$ cat src/rtl/display_pkg.sv
// Shared types and constants for the two-digit display scan logic.
package display_pkg;

  typedef enum logic [2:0] {
    IDLE  = 3'd0,
    SHOW0 = 3'd1,
    GAP0  = 3'd2,
    SHOW1 = 3'd3,
    GAP1  = 3'd4
  } scan_state_t;

  localparam logic [1:0] ANODE_OFF = 2'b11;
  localparam logic [1:0] ANODE_D0  = 2'b10;
  localparam logic [1:0] ANODE_D1  = 2'b01;

endpackage

$ cat src/rtl/display_mux_scheduler_scan_timer.sv
// Dwell counter for the scan FSM: cleared on state entry, flags when the
// selected terminal count is reached.
module scan_timer #(
  parameter int CNT_W = 20
) (
  input  logic             clk,
  input  logic             reset,
  input  logic             clear,
  input  logic [CNT_W-1:0] limit,
  output logic             done
);

  logic [CNT_W-1:0] count_r;

  // Up-counter with synchronous clear; never wraps because the FSM clears it at the limit.
  always_ff @(posedge clk) begin
    if (!reset) begin
      count_r <= {CNT_W{1'b0}};
    end else if (clear) begin
      count_r <= {CNT_W{1'b0}};
    end else begin
      count_r <= count_r + {{(CNT_W-1){1'b0}}, 1'b1};
    end
  end

  assign done = (count_r == limit);

endmodule

$ cat src/rtl/display_mux_scheduler.sv
// Scans two hex digits through one shared seven-segment decoder, with a
// blanking gap between digits and a per-frame sample of both values.
module display_mux_scheduler
  import display_pkg::*;
#(
  parameter int DIV_CYCLES   = 50000,
  parameter int BLANK_CYCLES = 500,
  parameter int CNT_W        = 20
) (
  input  logic       clk,
  input  logic       reset,
  input  logic       en,
  input  logic [3:0] s0,
  input  logic [3:0] s1,
  output logic [3:0] hex_sel,
  output logic [1:0] anode,
  output logic       frame_done
);

  localparam logic [CNT_W-1:0] SHOW_LIM = CNT_W'(DIV_CYCLES - 1);
  localparam logic [CNT_W-1:0] GAP_LIM  = CNT_W'((BLANK_CYCLES > 0) ? BLANK_CYCLES - 1 : 0);
  localparam bit               NO_GAP   = (BLANK_CYCLES == 0);

  if ((DIV_CYCLES < 1) || (BLANK_CYCLES < 0) ||
      ((DIV_CYCLES - 1) >= (2 ** CNT_W)) ||
      ((BLANK_CYCLES > 0) && ((BLANK_CYCLES - 1) >= (2 ** CNT_W)))) begin : g_param_err
    $error("display_mux_scheduler: DIV_CYCLES must be >=1 and CNT_W must hold the dwell limits");
  end

  scan_state_t      state_r, next_state_s;
  logic [3:0]       shadow0_r, shadow1_r, shadow0_next_s, shadow1_next_s;
  logic [3:0]       hex_r, hex_next_s;
  logic [1:0]       anode_r, anode_next_s;
  logic             frame_done_r, frame_done_next_s;
  logic             clear_s, done_s;
  logic [CNT_W-1:0] limit_s;

  scan_timer #(.CNT_W(CNT_W)) u_timer (
    .clk   (clk),
    .reset (reset),
    .clear (clear_s),
    .limit (limit_s),
    .done  (done_s)
  );

  // Next-state, shadow latch and next registered output decode.
  always_comb begin
    next_state_s      = state_r;
    shadow0_next_s    = shadow0_r;
    shadow1_next_s    = shadow1_r;
    anode_next_s      = ANODE_OFF;
    hex_next_s        = 4'h0;
    frame_done_next_s = 1'b0;
    limit_s           = SHOW_LIM;

    case (state_r)
      IDLE: begin
        if (en) next_state_s = SHOW0;
        else    next_state_s = IDLE;
      end
      SHOW0: begin
        if (!en)         next_state_s = IDLE;
        else if (!done_s) next_state_s = SHOW0;
        else if (NO_GAP) next_state_s = SHOW1;
        else             next_state_s = GAP0;
      end
      GAP0: begin
        limit_s = GAP_LIM;
        if (!en)        next_state_s = IDLE;
        else if (done_s) next_state_s = SHOW1;
        else            next_state_s = GAP0;
      end
      SHOW1: begin
        if (!en)         next_state_s = IDLE;
        else if (!done_s) next_state_s = SHOW1;
        else if (NO_GAP) next_state_s = SHOW0;
        else             next_state_s = GAP1;
      end
      GAP1: begin
        limit_s = GAP_LIM;
        if (!en)        next_state_s = IDLE;
        else if (done_s) next_state_s = SHOW0;
        else            next_state_s = GAP1;
      end
      default: next_state_s = IDLE;
    endcase

    // Both digits are sampled together at frame start so one frame never tears.
    if ((next_state_s == SHOW0) && (state_r != SHOW0)) begin
      shadow0_next_s = s0;
      shadow1_next_s = s1;
    end else begin
      shadow0_next_s = shadow0_r;
      shadow1_next_s = shadow1_r;
    end

    if ((next_state_s == SHOW0) && ((state_r == GAP1) || (state_r == SHOW1))) begin
      frame_done_next_s = 1'b1;
    end else begin
      frame_done_next_s = 1'b0;
    end

    case (next_state_s)
      IDLE:    begin anode_next_s = ANODE_OFF; hex_next_s = 4'h0;           end
      SHOW0:   begin anode_next_s = ANODE_D0;  hex_next_s = shadow0_next_s; end
      GAP0:    begin anode_next_s = ANODE_OFF; hex_next_s = shadow0_next_s; end
      SHOW1:   begin anode_next_s = ANODE_D1;  hex_next_s = shadow1_next_s; end
      GAP1:    begin anode_next_s = ANODE_OFF; hex_next_s = shadow1_next_s; end
      default: begin anode_next_s = ANODE_OFF; hex_next_s = 4'h0;           end
    endcase
  end

  assign clear_s = (next_state_s != state_r) || (state_r == IDLE);

  // State, shadow and output registers.
  always_ff @(posedge clk) begin
    if (!reset) begin
      state_r      <= IDLE;
      shadow0_r    <= 4'h0;
      shadow1_r    <= 4'h0;
      anode_r      <= ANODE_OFF;
      hex_r        <= 4'h0;
      frame_done_r <= 1'b0;
    end else begin
      state_r      <= next_state_s;
      shadow0_r    <= shadow0_next_s;
      shadow1_r    <= shadow1_next_s;
      anode_r      <= anode_next_s;
      hex_r        <= hex_next_s;
      frame_done_r <= frame_done_next_s;
    end
  end

  assign hex_sel    = hex_r;
  assign anode      = anode_r;
  assign frame_done = frame_done_r;

endmodule

$ cat config.mk
export PLATFORM = sky130hd
export DESIGN_NAME = display_mux_scheduler
export DESIGN_NICKNAME = d
export VERILOG_FILES = /design/src/rtl/display_pkg.sv /design/src/rtl/display_mux_scheduler_scan_timer.sv /design/src/rtl/display_mux_scheduler.sv
export SDC_FILE = /design/constraint.sdc
export NUM_CORES = 1
export LEC_CHECK = 0
export CORE_MARGIN = 10
export CORE_UTILIZATION = 55
export CTS_CLUSTER_DIAMETER = 120
export DETAILED_ROUTE_END_ITERATION = 16
export HOLD_SLACK_MARGIN = 0.03
export PLACE_DENSITY = 0.78
export SLEW_MARGIN = 20
export SYNTH_ARGS = -nofsm -noshare
export SYNTH_HDL_FRONTEND = slang
export SYNTH_SLANG_ARGS = --single-unit
$ cat constraint.sdc
create_clock -name clk -period 3.35 [get_ports clk]
set_clock_uncertainty 0.2 [all_clocks]
set_input_delay 0.67 -clock clk [delete_from_list [all_inputs] [get_ports clk]]
set_output_delay 0.67 -clock clk [all_outputs]
set_load 0.02 [all_outputs]
# Yosys cells after proc, flatten, opt, wreduce, memory -nomap -nowiden
# Index checks and enable logic that the tools add are counted.
dict set report totals {
  elab_cells 45
  register_bits 38
}
dict set report classes {
  n_reduce_logical 9
  bitwise 1
  n_eq_ne 11
  addsub 1
  mux 16
}
# cell count
set ops {}
lappend ops {{adder 20 x 1 -> 20 bit, second input constant} 1}
lappend ops {{== test 20 x 16 -> 1 bit} 1}
lappend ops {{2-to-1 mux 16 bit} 1}
lappend ops {{one-hot mux 3 bit (5 select lines)} 1}
lappend ops {{== test 3 x 2 -> 1 bit, second input constant} 4}
lappend ops {{2-to-1 mux 3 bit} 4}
lappend ops {{2-to-1 mux 4 bit} 2}
lappend ops {{one-hot mux 4 bit (2 select lines)} 1}
lappend ops {{OR reduction 2 bit} 4}
lappend ops {{== test 3 x 1 -> 1 bit, second input constant} 2}
lappend ops {{== test 3 bit, second input constant} 2}
lappend ops {{2-to-1 mux 2 bit} 3}
lappend ops {{one-hot mux 2 bit (2 select lines)} 1}
lappend ops {{zero test 3 bit} 1}
lappend ops {{2-to-1 mux 1 bit} 3}
lappend ops {{inequality test 3 x 1 -> 1 bit, second input constant} 1}
lappend ops {{inequality test 3 bit} 1}
lappend ops {{logical AND 1 bit} 2}
lappend ops {{logical OR 1 bit} 2}
lappend ops {{inverter 1 bit} 1}

# Longest topological paths before layout
# Gate-level depths: netlist of run 1.
dict set report depth {
  word_depth 11
  mapped_depth 9
  ltp_nobuf 8
}

# Hierarchy
# Synthesis of run 1 repeated with hierarchy kept, for this count alone.
dict set report unflattened {
  cells_unflattened 207
  area_unflattened_um2 1950.6
}
# module area_per_inst_um2 seq_area_each_um2 n_inst cells_per_inst
set modules_own_cells {}
lappend modules_own_cells {scan_timer 1149.9 400.4 1 129}
lappend modules_own_cells {display_mux_scheduler 800.8 360.3 1 78}

# Worst setup path before layout of run 1
# OpenSTA, ideal clock, no wires.
dict set report synth_timing {
  path_type {register to register}
  from {register u_timer.count_r[10]}
  to {register u_timer.count_r[11]}
  t_arrival_ps 2325
  path_stages_with_launch 9
  path_slack_ps 695
  setup_time_ps 130
  path_buffers 1
  path_cell_list {dfxtp_1 -> or4_1 -> or3_1 -> a2111oi_4 -> nor3_2 -> a221o_1 -> nor2_2 -> buf_6 -> nor3_1}
}
dict set report synth_between {
  elab_chain_len 7
  word_cells_on_any_way 14
  cone_classes {add/sub: 1; eq/ne: 2; mux: 9; reduce/logical: 2}
}
# item line
set synth_lines {}
lappend synth_lines {{from (decl)} display_mux_scheduler_scan_timer.sv:13} ;# logic [CNT_W-1:0] count_r;
lappend synth_lines {{from (signal assigned)} display_mux_scheduler_scan_timer.sv:18} ;# count_r <= {CNT_W{1'b0}};
lappend synth_lines {{from (signal assigned)} display_mux_scheduler_scan_timer.sv:20} ;# count_r <= {CNT_W{1'b0}};
lappend synth_lines {{from (signal assigned)} display_mux_scheduler_scan_timer.sv:22} ;# count_r <= count_r + {{(CNT_W-1){1'b0}}, 1'b1};
lappend synth_lines {{== test 20 x 16 -> 1 bit} display_mux_scheduler_scan_timer.sv:26} ;# assign done = (count_r == limit);
lappend synth_lines {{2-to-1 mux 3 bit (tied with other cells)} display_mux_scheduler.sv:82} ;# else if (done_s) next_state_s = SHOW0;
lappend synth_lines {{2-to-1 mux 3 bit (tied with other cells)} display_mux_scheduler.sv:81} ;# if (!en) next_state_s = IDLE;
lappend synth_lines {{one-hot mux 3 bit (5 select lines)} display_mux_scheduler.sv:56} ;# case (state_r)
lappend synth_lines {{inequality test 3 bit} display_mux_scheduler.sv:113} ;# assign clear_s = (next_state_s != state_r) || (state_r == IDLE);
lappend synth_lines {{logical OR 1 bit} display_mux_scheduler.sv:113}
lappend synth_lines {{OR reduction 2 bit (no source line)} --}
# Several ways; a longest one is shown, not always the timed one.
# A chain may end at the register's enable or synchronous reset.

# Final worst setup path of run 1
dict set report layout_timing {
  from {register u_timer.count_r[0]}
  to {register u_timer.count_r[8]}
}
# The elaborated chain is that of the path after synthesis.

==> metrics.txt, run 1 <==
status=finished, final reports clean; Post-synth EDFFs=0; CTS tree=yes; Final Hold Vio Count=0; crit-path max FO=20; flops & latches, synth=38; critical setup path kind=register to register; starting density of the core=0.5717; drt wl/cell=14.24 um; TritonCTS Buffers=5; Reg2Reg Depth=9; clock tree sinks=38; fillcell total=266; width of the die=76.34 um; Mapped Nets=195; worst setup margin=0.4682 ns; Net Sw Frac=0.2469; critical path arrival=2.91 ns; Die ar.=0.005827 mm^2; Gate power share=0.087; Req. time, crit path=3.38 ns; Period Utilization, post-route=0.8602; vias=1335; asr flop ratio synth=0; multi-input logic area=929.6 um^2; Mapped Cells=183; grt ovf=0; pwr dens=380.1 mW/mm^2; FMAX=347.0 MHz; post-synth top area share=0.4358; fin crit period=2.882 ns; Final Core Density=0.6504; layout cells sized above 1=0.07463; # IOs=18; RSZ-0062 raised after global routing=false; Setup Fix Bufs, Post-CTS=0; startpoint types=register; Slew HR=0.5690; Cell Count, Final, Fillers Out=245; Clock Tree Buf Depth=2; final-report setup violation count=0; Resize count post-CTS=0; Pleak=0.0006574 uW; Total GRT Usage=0.1246; sequential share of power=0.618; worst-path cell chain=ha_1 -> nand4b_1 -> or3_1 -> a2111oi_4 -> nor3_2 -> a221o_1 -> nor2_2 -> buf_4 -> nor3_1; first-pass GRT wire length=6.120 mm; Main synth FF type=dfxtp_1; Detail Placement HPWL=2.541 mm; core footprint=0.003053 mm^2; Synth Area per Inst=9.538 um^2; slowest CP cell=dfxtp_1; Slew Limit Fails=0; H-tree levels=2; Port Buffers=17; Detailed Route WL=3.489 mm; vias per inst=5.449; initial antenna violation count=0; most frequent cells in the layout=38 x dfxtp_1, 22 x nor3_1, 17 x clkdlybuf4s50_1; setup_tns=0 ns; vias in the first global route=1333; clock transition at the registers of the reported paths=0.11 ns; Ys Warns=0; area leader, netlist=dfxtp_1; Detailed Routing Iterations Pass 1=4; drt initial violations=91; Area growth syn-to-layout=13.76%; # diodes=0; Worst path max stage delay=0.43 ns; Synth cell types=41; pre-CTS setup slack=0.5049 ns; Nets=213; final antenna-violating net count=0; post-synthesis sequential area ratio=0.4358; largest net degree at the start of global routing=21; hold-critical path depth=2; synth top area cells=dfxtp_1 44%, xor2_1 7.0%, nor3_1 6.3%, mux2i_1 4.6%, xnor2_1 3.5%; # rows=20; Final Hold Slack=0.3308 ns; Int Power=568.3 uW; Worst Tran Pin Value=0.6411 ns; routability cong.=0.8756; Worst setup EP type=register; Worst-Skew Late Latency=0.35 ns; cell count after placement=238; Hold WC Path Type=register to register; DIE HEIGHT=76.34 um; FF/Latch Area=760.7 um^2; drt drc=0; max cap viols=0; clock share of power=0.295; Psw=186.3 uW; hold_buf cts=0; VDD IR max=313.6 uV; commonest non-fill, non-tap cell in the layout=dfxtp_1; clock root cell=clkbuf_4; Synth Cell Area=0.001745 mm^2
## metal layers
metal  wire length [um]  vias to the layer above  global-route usage
li1                   -                      694                   -
met1               1655                      616              0.1493
met2               1650                       18              0.1973
met3                127                        7             0.04481
met4                 57                        0             0.05019
met5                  0                        -                   0
## critical path, delay by kind of cell, from the launching register on
family	cells	cell delay, ns
and+or+nand+nor	5	0.90
AOI/OAI and AO/OA	2	0.70
DFF	1	0.43
adders and majority gates	1	0.29
buffers and inverters	1	0.23
## final cells by class
class                           instances  share of cell area
Clock inverter                          2            0.005041
Inverter                                2            0.003781
Tap cell                               44             0.02773
Timing Repair Buffer                   19             0.09326
Sequential cell                        38              0.3831
Clock buffer                            5             0.01890
Multi-Input combinational cell        135              0.4682
## logic make-up after synthesis
family,share of synthesized area
XOR/XNOR,0.1054
adder cells (fa/ha/maj),0.007167
AO/OA/AOI/OAI,0.06954
multiplexers,0.05233
flip-flops,0.4358
AND/OR/NAND/NOR,0.2982
buffers and inverters,0.03154
## stage by stage
step           instance area (um^2)  power, uW
2_1_floorplan                  1745      518.1
3_3_place_gp                   1938      540.6
3_5_place_dp                   1938      543.0
4_1_cts                        1986      760.2
5_1_grt                        1986      789.9
6_report                       1986      754.7
## flip-flops by register name, summed over array words and instances, names as in the netlist
name,count
hex_sel,4
u_timer.count_r,20
frame_done,1
shadow0_r,4
shadow1_r,4
anode,2
state_r,3
## worst paths after layout
path | start | to | slack, ns
worst min-delay path | shadow0_r[1]$_SDFF_PN0_ | shadow0_r[1]$_SDFF_PN0_ | 0.33
worst min register to register | shadow0_r[1]$_SDFF_PN0_ | shadow0_r[1]$_SDFF_PN0_ | 0.33
worst max-delay path | u_timer.count_r[0]$_SDFF_PP0_ | u_timer.count_r[8]$_SDFF_PP0_ | 0.47
worst max register to register | u_timer.count_r[0]$_SDFF_PP0_ | u_timer.count_r[8]$_SDFF_PP0_ | 0.47
## cells in the mapped netlist, types with 2 or more instances
| master | count |
|---|---|
| dfxtp_1 | 38 |
| nor3_1 | 22 |
| xor2_1 | 14 |
| nor2_1 | 12 |
| nand2_1 | 9 |
| mux2i_1 | 8 |
| nand3_1 | 8 |
| nor2b_1 | 7 |
| xnor2_1 | 7 |
| nand4_1 | 6 |
| clkbuf_1 | 4 |
| o32ai_1 | 4 |
| a21oi_1 | 3 |
| and3_1 | 3 |
| nor4b_1 | 3 |
| or3_1 | 3 |
| and4_1 | 2 |
| buf_2 | 2 |
| buf_6 | 2 |
| inv_1 | 2 |
| nand2b_1 | 2 |
| nor3b_1 | 2 |
| o21ai_0 | 2 |
## power by group through the flow
stage / registers [uW] / clock network, uW / logic [uW]
4_1_cts: 467 / 227 / 66.1
2_1_floorplan: 478 / 0 / 40.5
3_3_place_gp: 477 / 0 / 64.0
6_report: 467 / 222 / 65.6
3_5_place_dp: 477 / 0 / 65.9
5_1_grt: 468 / 251 / 71.3
(Power assumes the default switching activity.)
==> inputs of run 2 (changes only) <==
--- a/config.mk
+++ b/config.mk
@@ -5,12 +5,14 @@
 export SDC_FILE = /design/constraint.sdc
 export NUM_CORES = 1
 export LEC_CHECK = 0
+export CORE_ASPECT_RATIO = 1.5
 export CORE_MARGIN = 10
 export CORE_UTILIZATION = 55
 export CTS_CLUSTER_DIAMETER = 120
 export DETAILED_ROUTE_END_ITERATION = 16
 export HOLD_SLACK_MARGIN = 0.03
 export PLACE_DENSITY = 0.78
+export SETUP_SLACK_MARGIN = 0.2
 export SLEW_MARGIN = 20
 export SYNTH_ARGS = -nofsm -noshare
 export SYNTH_HDL_FRONTEND = slang
==> metrics.txt, run 2 (synthesis results as in run 1) <==
CTS tree=yes; Nets=214 (+0.47%); startpoint types=register; sequential share of power=0.544 (-0.074); grt ovf=0 (unchanged); VDD IR max=285.8 uV (-8.9%); max cap viols=0 (unchanged); Int Power=658.3 uW (+16%); fin crit period=2.935 ns (+0.05328 ns); width of the die=66.00 um (-14%); pwr dens=420.3 mW/mm^2 (+11%); DIE HEIGHT=89.00 um (+17%); layout cells sized above 1=0.08374 (+0.009117); Worst Tran Pin Value=0.6755 ns (+0.03441 ns); critical path arrival=2.91 ns (about the same); multi-input logic area=935.9 um^2 (+0.67%); Port Buffers=17 (unchanged); Setup crit start=u_timer.count_r[0]$_SDFF_PP0_; Net Sw Frac=0.2330 (-0.01393); Req. time, crit path=3.32 ns (-0.06 ns); clock tree sinks=38 (unchanged); fillcell total=256 (-3.8%); FF/Latch Area=760.7 um^2 (unchanged); hold-critical path depth=2 (unchanged); Die ar.=0.005873 mm^2 (+0.79%); most frequent cells in the layout=38 x dfxtp_1, 22 x nor3_1, 17 x clkdlybuf4s50_1; Total GRT Usage=0.1445 (+0.01993); Hold WC Path Type=register to register; H-tree levels=2 (unchanged); Worst path max stage delay=0.45 ns (+0.02 ns); hold_sp=shadow1_r[0]$_SDFF_PN0_; Gate power share=0.077 (-0.010); clock transition at the registers of the reported paths=0.08 ns (-0.03 ns); Slew Limit Fails=0 (unchanged); routability cong.=0.8655 (-1.2%); TritonCTS Buffers=5 (unchanged); Reg2Reg Depth=9 (unchanged); Detail Placement HPWL=2.848 mm (+12%); Worst R2R Start=u_timer.count_r[0]$_SDFF_PP0_; largest net degree at the start of global routing=21 (unchanged); core footprint=0.003097 mm^2 (+1.4%); Period Utilization, post-route=0.8761 (+0.01590); # diodes=0 (unchanged); hold_buf cts=0 (unchanged); Pwr Total=858.3 uW (+14%); first-pass GRT wire length=6.513 mm (+6.4%); vias per inst=5.617 (+3.1%); final antenna-violating net count=0 (unchanged); clock root cell=clkbuf_8; drt wl/cell=15.46 um (+8.5%); starting density of the core=0.5636 (-0.008085); hold endpoint=shadow1_r[0]$_SDFF_PN0_; vias in the first global route=1430 (+7.3%); critical setup path kind=register to register; Clock Tree Buf Depth=2 (unchanged); reg2reg setup slack=0.41 ns (-0.05 ns); Worst setup EP type=register; Final Hold Vio Count=0 (unchanged); worst-path cell chain=ha_1 -> nand4b_1 -> or3_1 -> a2111oi_4 -> nor3_4 -> a221o_1 -> nor2_2 -> buf_4 -> nor3_1; Detailed Route WL=3.756 mm (+7.7%); commonest non-fill, non-tap cell in the layout=dfxtp_1; FMAX=340.7 MHz (-1.8%); clock share of power=0.380 (+0.085); Largest register FFs=20 (unchanged); crit-path max FO=20 (unchanged); vias=1365 (+2.2%); Psw=200.0 uW (+7.3%); drt drc=0 (unchanged); status=finished, final reports clean; R2R Path End=u_timer.count_r[13]$_SDFF_PP0_; RSZ-0062 raised after global routing=false; # rows=25 (+25%); largest reg by FF count=u_timer.count_r; final-report setup violation count=0 (unchanged); # IOs=18 (unchanged); Detailed Routing Iterations Pass 1=4 (unchanged); drt initial violations=69 (-24%); Worst-Skew Late Latency=0.29 ns (-0.06 ns); setup_tns=0 ns (unchanged); Pleak=0.0006804 uW (+3.5%); Slew HR=0.5458 (-0.02313); slowest CP cell=dfxtp_1; initial antenna violation count=0 (unchanged); Setup Fix Bufs, Post-CTS=0 (unchanged); Area growth syn-to-layout=16.99%
==> run 2: worst max path at each step <==
stage | to | depth (start not counted)
3_5_place_dp | u_timer.count_r[10]$_SDFF_PP0_ | 9
4_1_cts | u_timer.count_r[10]$_SDFF_PP0_ | 9
6_report | u_timer.count_r[13]$_SDFF_PP0_ | 9
5_1_grt | u_timer.count_r[18]$_SDFF_PP0_ | 9
2_1_floorplan | u_timer.count_r[11]$_SDFF_PP0_ | 8
3_3_place_gp | hex_sel[3]$_SDFF_PN0_ | 8
==> run 2: layer usage <==
layer  global-route usage  share of wire  wire length, um  vias to the layer above
met1               0.1312           0.37             1407                      645
met2               0.2698           0.56             2097                       22
met4              0.08031          0.025               93                        0
met3              0.05019          0.042              157                        7
met5                    0              0                0                        -
li1                     -              -                -                      691
==> run 2: cell type report <==
| type | instances | area share |
|---|---|---|
| Clock buffer | 6 | 0.04044 |
| Clock inverter | 2 | 0.006127 |
| Inverter | 2 | 0.003676 |
| Multi-Input combinational cell | 135 | 0.4583 |
| Sequential cell | 38 | 0.3725 |
| Tap cell | 40 | 0.02451 |
| Timing Repair Buffer | 20 | 0.09436 |
==> run 2: stage by stage <==
| stage | utilization | setup slack (ns) | area (um^2) | std cells | hold slack, ns |
|---|---|---|---|---|---|
| 6_report | 0.6594 | 0.4150 | 2042 | 243 | 0.3256 |
| 3_5_place_dp | 0.6267 | 0.4618 | 1941 | 235 | 0.3030 |
| 5_1_grt | 0.6594 | 0.2685 | 2042 | 243 | 0.3796 |
| 4_1_cts | 0.6574 | 0.4328 | 2036 | 243 | 0.3249 |
| 2_1_floorplan | - | 0.6952 | 1745 | 183 | 0.2775 |
| 3_3_place_gp | 0.6267 | 0.4998 | 1941 | 235 | 0.2910 |
==> run 2: worst max-delay path: cells and delay by family, from the launching register on <==
family	cells	cell delay [ns]
buffers and inverters	1	0.23
and+or+nand+nor	5	0.88
AOI/OAI and AO/OA	2	0.76
DFF	1	0.45
adders and majority gates	1	0.29
==> run 2: timing repair <==
action	4_1_cts	5_1_grt
gates resized for setup	0	1
endpoints found under the setup margin	0	1
hold endpoints to repair	0	0
==> run 2: power groups by stage <==
stage	sequential (uW)	clock, uW	combinational [uW]
2_1_floorplan	478	0	40.5
3_3_place_gp	477	0	63.4
3_5_place_dp	477	0	65.4
4_1_cts	467	331	65.5
5_1_grt	467	356	72.8
6_report	466	326	65.7
==> inputs of run 3 (changes only) <==
--- a/config.mk
+++ b/config.mk
@@ -13,6 +13,7 @@
 export HOLD_SLACK_MARGIN = 0.03
 export PLACE_DENSITY = 0.78
 export SETUP_SLACK_MARGIN = 0.2
+export SKIP_CTS_REPAIR_TIMING = 1
 export SLEW_MARGIN = 20
 export SYNTH_ARGS = -nofsm -noshare
 export SYNTH_HDL_FRONTEND = slang
==> results of run 3 <==
No change in the layout: final DEF, timing and power equal those of run 2.
